**config.mk**
```make
export PLATFORM = sky130hd
export DESIGN_NAME = game_tick_generator
export DESIGN_NICKNAME = d
export VERILOG_FILES = /design/src/rtl/game_tick_generator.sv
export SDC_FILE = /design/constraint.sdc
export NUM_CORES = 1
export LEC_CHECK = 0
export BUFFER_PORTS_ARGS = -buffer_cell sky130_fd_sc_hd__buf_2
export CORE_AREA = 2 2 116 118
export CTS_CLUSTER_DIAMETER = 80
export DETAILED_ROUTE_END_ITERATION = 8
export DIE_AREA = 0 0 118 120
export PLACE_DENSITY = 0.56
export SYNTH_ARGS = -nofsm -noshare
export SYNTH_HDL_FRONTEND = slang
export SYNTH_SLANG_ARGS = --single-unit
```
**constraint.sdc**
```tcl
create_clock -name MasterClock -period 3.2 [get_ports MasterClock]
set_clock_uncertainty 0.15 [all_clocks]
set_input_delay 0.48 -clock MasterClock [delete_from_list [all_inputs] [get_ports MasterClock]]
set_output_delay 0.48 -clock MasterClock [all_outputs]
set_load 0.03 [all_outputs]
```
**src/rtl/game_tick_generator.sv**
```systemverilog
// Clock-enable strobes for the snake game: a free-running pixel strobe and a
// game-step strobe whose period follows a speed level, with pause and restart.
module game_tick_generator #(
   parameter int unsigned PixelDiv       = 4,
   parameter int unsigned CounterWidth   = 26,
   parameter int unsigned BasePeriod     = 50000000,
   parameter int unsigned StepPeriod     = 5000000,
   parameter int unsigned MinPeriod      = 10000000,
   parameter int unsigned LevelWidth     = 4,
   parameter int unsigned TickCountWidth = 16
) (
   input  logic                      MasterClock,
   input  logic                      ResetN,
   input  logic [LevelWidth-1:0]     Level,
   input  logic                      Pause,
   input  logic                      Restart,
   output logic                      PixelTick,
   output logic                      GameTick,
   output logic [TickCountWidth-1:0] TickCount,
   output logic                      Running
);

   localparam int unsigned PIX_W  = $clog2(PixelDiv);
   localparam int unsigned PROD_W = CounterWidth + LevelWidth + 1;

   localparam logic signed [PROD_W-1:0] BASE_S = PROD_W'(BasePeriod);
   localparam logic signed [PROD_W-1:0] STEP_S = PROD_W'(StepPeriod);
   localparam logic signed [PROD_W-1:0] MIN_S  = PROD_W'(MinPeriod);

   logic [PIX_W-1:0]         pix_cnt;
   logic [CounterWidth-1:0]  game_cnt;
   logic [CounterWidth-1:0]  active_period;
   logic [CounterWidth-1:0]  next_period;
   logic signed [PROD_W-1:0] lvl_s;
   logic signed [PROD_W-1:0] period_s;

   always_ff @(posedge MasterClock or negedge ResetN) begin
      if (!ResetN) begin
         pix_cnt   <= '0;
         PixelTick <= 1'b0;
      end else if (pix_cnt == PIX_W'(PixelDiv - 1)) begin
         pix_cnt   <= '0;
         PixelTick <= 1'b1;
      end else begin
         pix_cnt   <= pix_cnt + PIX_W'(1);
         PixelTick <= 1'b0;
      end
   end

   // Signed so that levels pushing the period below zero still clamp to MinPeriod.
   always_comb begin
      lvl_s    = $signed(PROD_W'(Level));
      period_s = BASE_S - lvl_s * STEP_S;
      if (period_s < MIN_S) begin
         period_s = MIN_S;
      end
      next_period = period_s[CounterWidth-1:0];
   end

   always_ff @(posedge MasterClock or negedge ResetN) begin
      if (!ResetN) begin
         game_cnt      <= '0;
         active_period <= CounterWidth'(BasePeriod);
         GameTick      <= 1'b0;
         TickCount     <= '0;
         Running       <= 1'b0;
      end else begin
         Running <= ~Pause & ~Restart;
         if (Restart) begin
            game_cnt      <= '0;
            TickCount     <= '0;
            active_period <= next_period;
            GameTick      <= 1'b0;
         end else if (Pause) begin
            GameTick <= 1'b0;
         end else if (game_cnt == active_period - CounterWidth'(1)) begin
            game_cnt      <= '0;
            GameTick      <= 1'b1;
            TickCount     <= TickCount + TickCountWidth'(1);
            active_period <= next_period;
         end else begin
            game_cnt <= game_cnt + CounterWidth'(1);
            GameTick <= 1'b0;
         end
      end
   end

endmodule

```
==> flow_summary.json <==
{
  "die_x_um": 118,
  "grt_setup_unrepaired": "yes",
  "drtPass1Iterations": 4,
  "routabilityCongestion": 0.843,
  "routed_via_density": 5.23,
  "drc": 0,
  "pwr-share-seq_pct": 27.3,
  "core_area_sq_mm": 0.0130,
  "ys_types": 77,
  "synth_nets": 620,
  "antenna_cells": 0,
  "fin_nets": 834,
  "post-route-period-util_pct": 124,
  "grt_use_total_pct": 21.5,
  "cts-root-buf": "clkbuf_16",
  "max_freq_mhz": 253,
  "holdWs_ns": 0.00733,
  "synth-warning-count": 0,
  "worst_slew_pin_slew_ns": 0.640,
  "cts_buffers": 9,
  "grt_overflow": 0,
  "ant_nets": 0,
  "vdd_drop_max_mv": 0.255,
  "p_leak_nw": 3.57,
  "final_max_slew_viol_count": 0,
  "ys_seq_elements": 66,
  "p_per_area_mw_per_mm2": 472,
  "initial_core_util_pct": 39.3,
  "area_growth_pct": 59.1,
  "setup_violations": 43,
  "ys.flop_type": "dfrtp_1",
  "worstSkewPairLatency_ns": 0.33,
  "cap_violations": 0,
  "cts.clk_slew.worst_paths_ns": 0.05,
  "async_reset_ff_share_pct": 100,
  "grt_pass1_vias": 5139,
  "dieArea_sq_mm": 0.0142,
  "worstPathRequired_ns": 3.32,
  "grt_max_degree": 67,
  "totalWireLength_um": 15000,
  "place_hpwl_um": 10500,
  "endpoint_kind": "flip-flop",
  "hold_violations": 0,
  "outcome": "complete, but fails checks",
  "cp_max_fo": 13,
  "synth_top_area_cell": "dfrtp_1",
  "ioPinCount": 27,
  "synth_cells": 582,
  "startpoint_type": "input port",
  "p_comb_share_pct": 48.1,
  "hp-class": "input port to async pin",
  "drive_above_1_share_pct": 47.4,
  "worstSetupPathType": "input port to flip-flop",
  "power_w": 0.00383,
  "maxSlewHeadroom_pct": 57.1,
  "die_h_um": 120,
  "clockBufferDepth": 2,
  "internal_power_w": 0.00256,
  "antenna_found_initial": 0,
  "synth_edf_count": 0,
  "detail_route.wl_per_cell_um": 15.4,
  "switching_power_w": 0.00126,
  "arrival_ns": 4.07,
  "rows": 42,
  "setup_slack_ns": -0.757,
  "synth.top_cell.area_share_pct": 26.5,
  "grt_pass1_wl_um": 24600,
  "clkPwrFrac_pct": 24.6,
  "netlist_top_cells_area": "dfrtp_1 27%, xnor2_1 10%, ha_1 6.9%, dfstp_2 6.2%, nor2_1 5.5%",
  "htree_levels": 3,
  "drt_iter0_markers": 172,
  "syn_area_per_cell_sq_um": 8.76,
  "finalCriticalPeriod_ns": 3.96,
  "synth_area_sq_mm": 0.00510,
  "switching_share_pct": 33.0,
  "synth_most_common_cell": "nor2_1",
  "vias": 5113,
  "violations": "setup timing",
  "cts_tree": "built",
  "ys_top_cells_by_count": "75 x nor2_1, 58 x xnor2_1, 54 x dfrtp_1, 35 x nand2_1, 34 x nand3_1",
  "ys_seq_area_share_pct": 32.7,
  "cts.sinks": 66,
  "portBuffers": 26
}
[path summary, 6_finish.rpt]
check                                   from                end  slack (ns)  cells after the start
max in group asynchronous             ResetN  active_period[22]        2.56                      2
hold reg to reg                   pix_cnt[0]         pix_cnt[0]        0.28                      1
hold / removal                        ResetN         pix_cnt[0]       0.007                      2
setup / recovery                    Level[2]  active_period[16]       -0.76                     18
setup reg to reg           active_period[18]  active_period[16]       -0.31                     11
min in group MasterClock          pix_cnt[0]         pix_cnt[0]        0.28                      1
[flip-flops by register name, summed over array words and instances, names as in the netlist]
name / count
game_cnt: 26
active_period: 19
TickCount: 16
pix_cnt: 2
GameTick: 1
PixelTick: 1
Running: 1
[critical path, stage by stage]
cell and delay [ns]:
buf_12 0.12, inv_8 0.05, ha_4 0.19, fa_1 0.49, inv_2 0.05, ha_4 0.29
o211ai_1 0.14, or3_4 0.39, a21boi_4 0.17, xnor2_2 0.11, buf_4 0.15, a211oi_2 0.20
a21boi_2 0.20, nor2_2 0.05, o311a_1 0.38, o32ai_4 0.29, buf_12 0.17, a32o_1 0.16
[metrics by stage]
step / instance area (sq um) / util [%] / std cells / TNS, ns / worst slack [ns]
4_1_cts: 7850 / 60.5 / 975 / -15.36 / -0.708
3_3_place_gp: 6690 / 51.5 / 927 / -31.74 / -1.35
6_report: 8110 / 62.5 / 977 / -13.51 / -0.757
2_1_floorplan: 5220 / - / 582 / -14.88 / -0.976
5_1_grt: 8110 / 62.5 / 977 / -20.03 / -0.935
3_5_place_dp: 6690 / 51.5 / 927 / -33.13 / -1.38
[kinds of logic (layout without fill, tap and decap cells)]
logic type      Yosys count  after routing  synth area share [%]
simple gates            242            242                  24.6
buf+inv                  42            261                  3.44
fa+ha+maj                30             30                  7.66
mux                       4              4                 0.810
flops                    66             66                  32.7
xor+xnor                 90             90                  15.5
compound gates          108            108                  15.3
[power groups by stage]
stage	Combinational (W)	Clock (W)	Sequential [W]
after floorplan	0.000779	0	0.00105
after global placement	0.00147	0	0.00104
after detailed placement	0.00150	0	0.00104
after CTS	0.00176	0.000953	0.00103
after global routing	0.00199	0.000992	0.00106
final	0.00184	0.000941	0.00104
[layout make-up]
cell class	count	area, sq um
tap	176	220
clock inverter	3	40.0
timing repair buffer	218	1740
sequential	66	1670
fill	1078	4870
timing repair inverter	1	5.00
clock buffer	13	240
multi-input combinational	474	4090
inverter	26	109
[placed cells by master, fill, tap and decap left out, drive strengths merged, types with 6 or more instances in the layout]
cell type | synthesis | routed
buf | 8 | 218
nor2 | 75 | 75
xnor2 | 58 | 58
dfrtp | 54 | 54
nand2 | 36 | 36
nand3 | 34 | 34
xor2 | 32 | 32
ha | 28 | 28
inv | 26 | 25
a21oi | 24 | 24
o21ai | 20 | 20
and3 | 15 | 15
clkbuf | 8 | 13
dfstp | 12 | 12
nor3 | 12 | 12
or3 | 10 | 10
nor4 | 9 | 9
and2 | 8 | 8
nor2b | 7 | 7
nand4 | 6 | 6
o31ai | 6 | 6
[per-layer routing]
metal | GRT usage [%] | share of wire, %
met5 | 0 | 0
met4 | 9.11 | 3.0
met3 | 2.61 | 1.9
met2 | 39.7 | 53
met1 | 25.0 | 42
[repair_timing]
| action | 4_1_cts | 5_1_grt |
|---|---|---|
| hold buffers | 0 | 0 |
| endpoints found under the setup margin | 52 | 58 |
| pin swaps | 32 | 36 |
| cloned | 4 | 0 |
| gates resized for setup | 118 | 72 |
| buffers inserted | 28 | 7 |
Note: power is estimated with default switching activity, not from simulation.
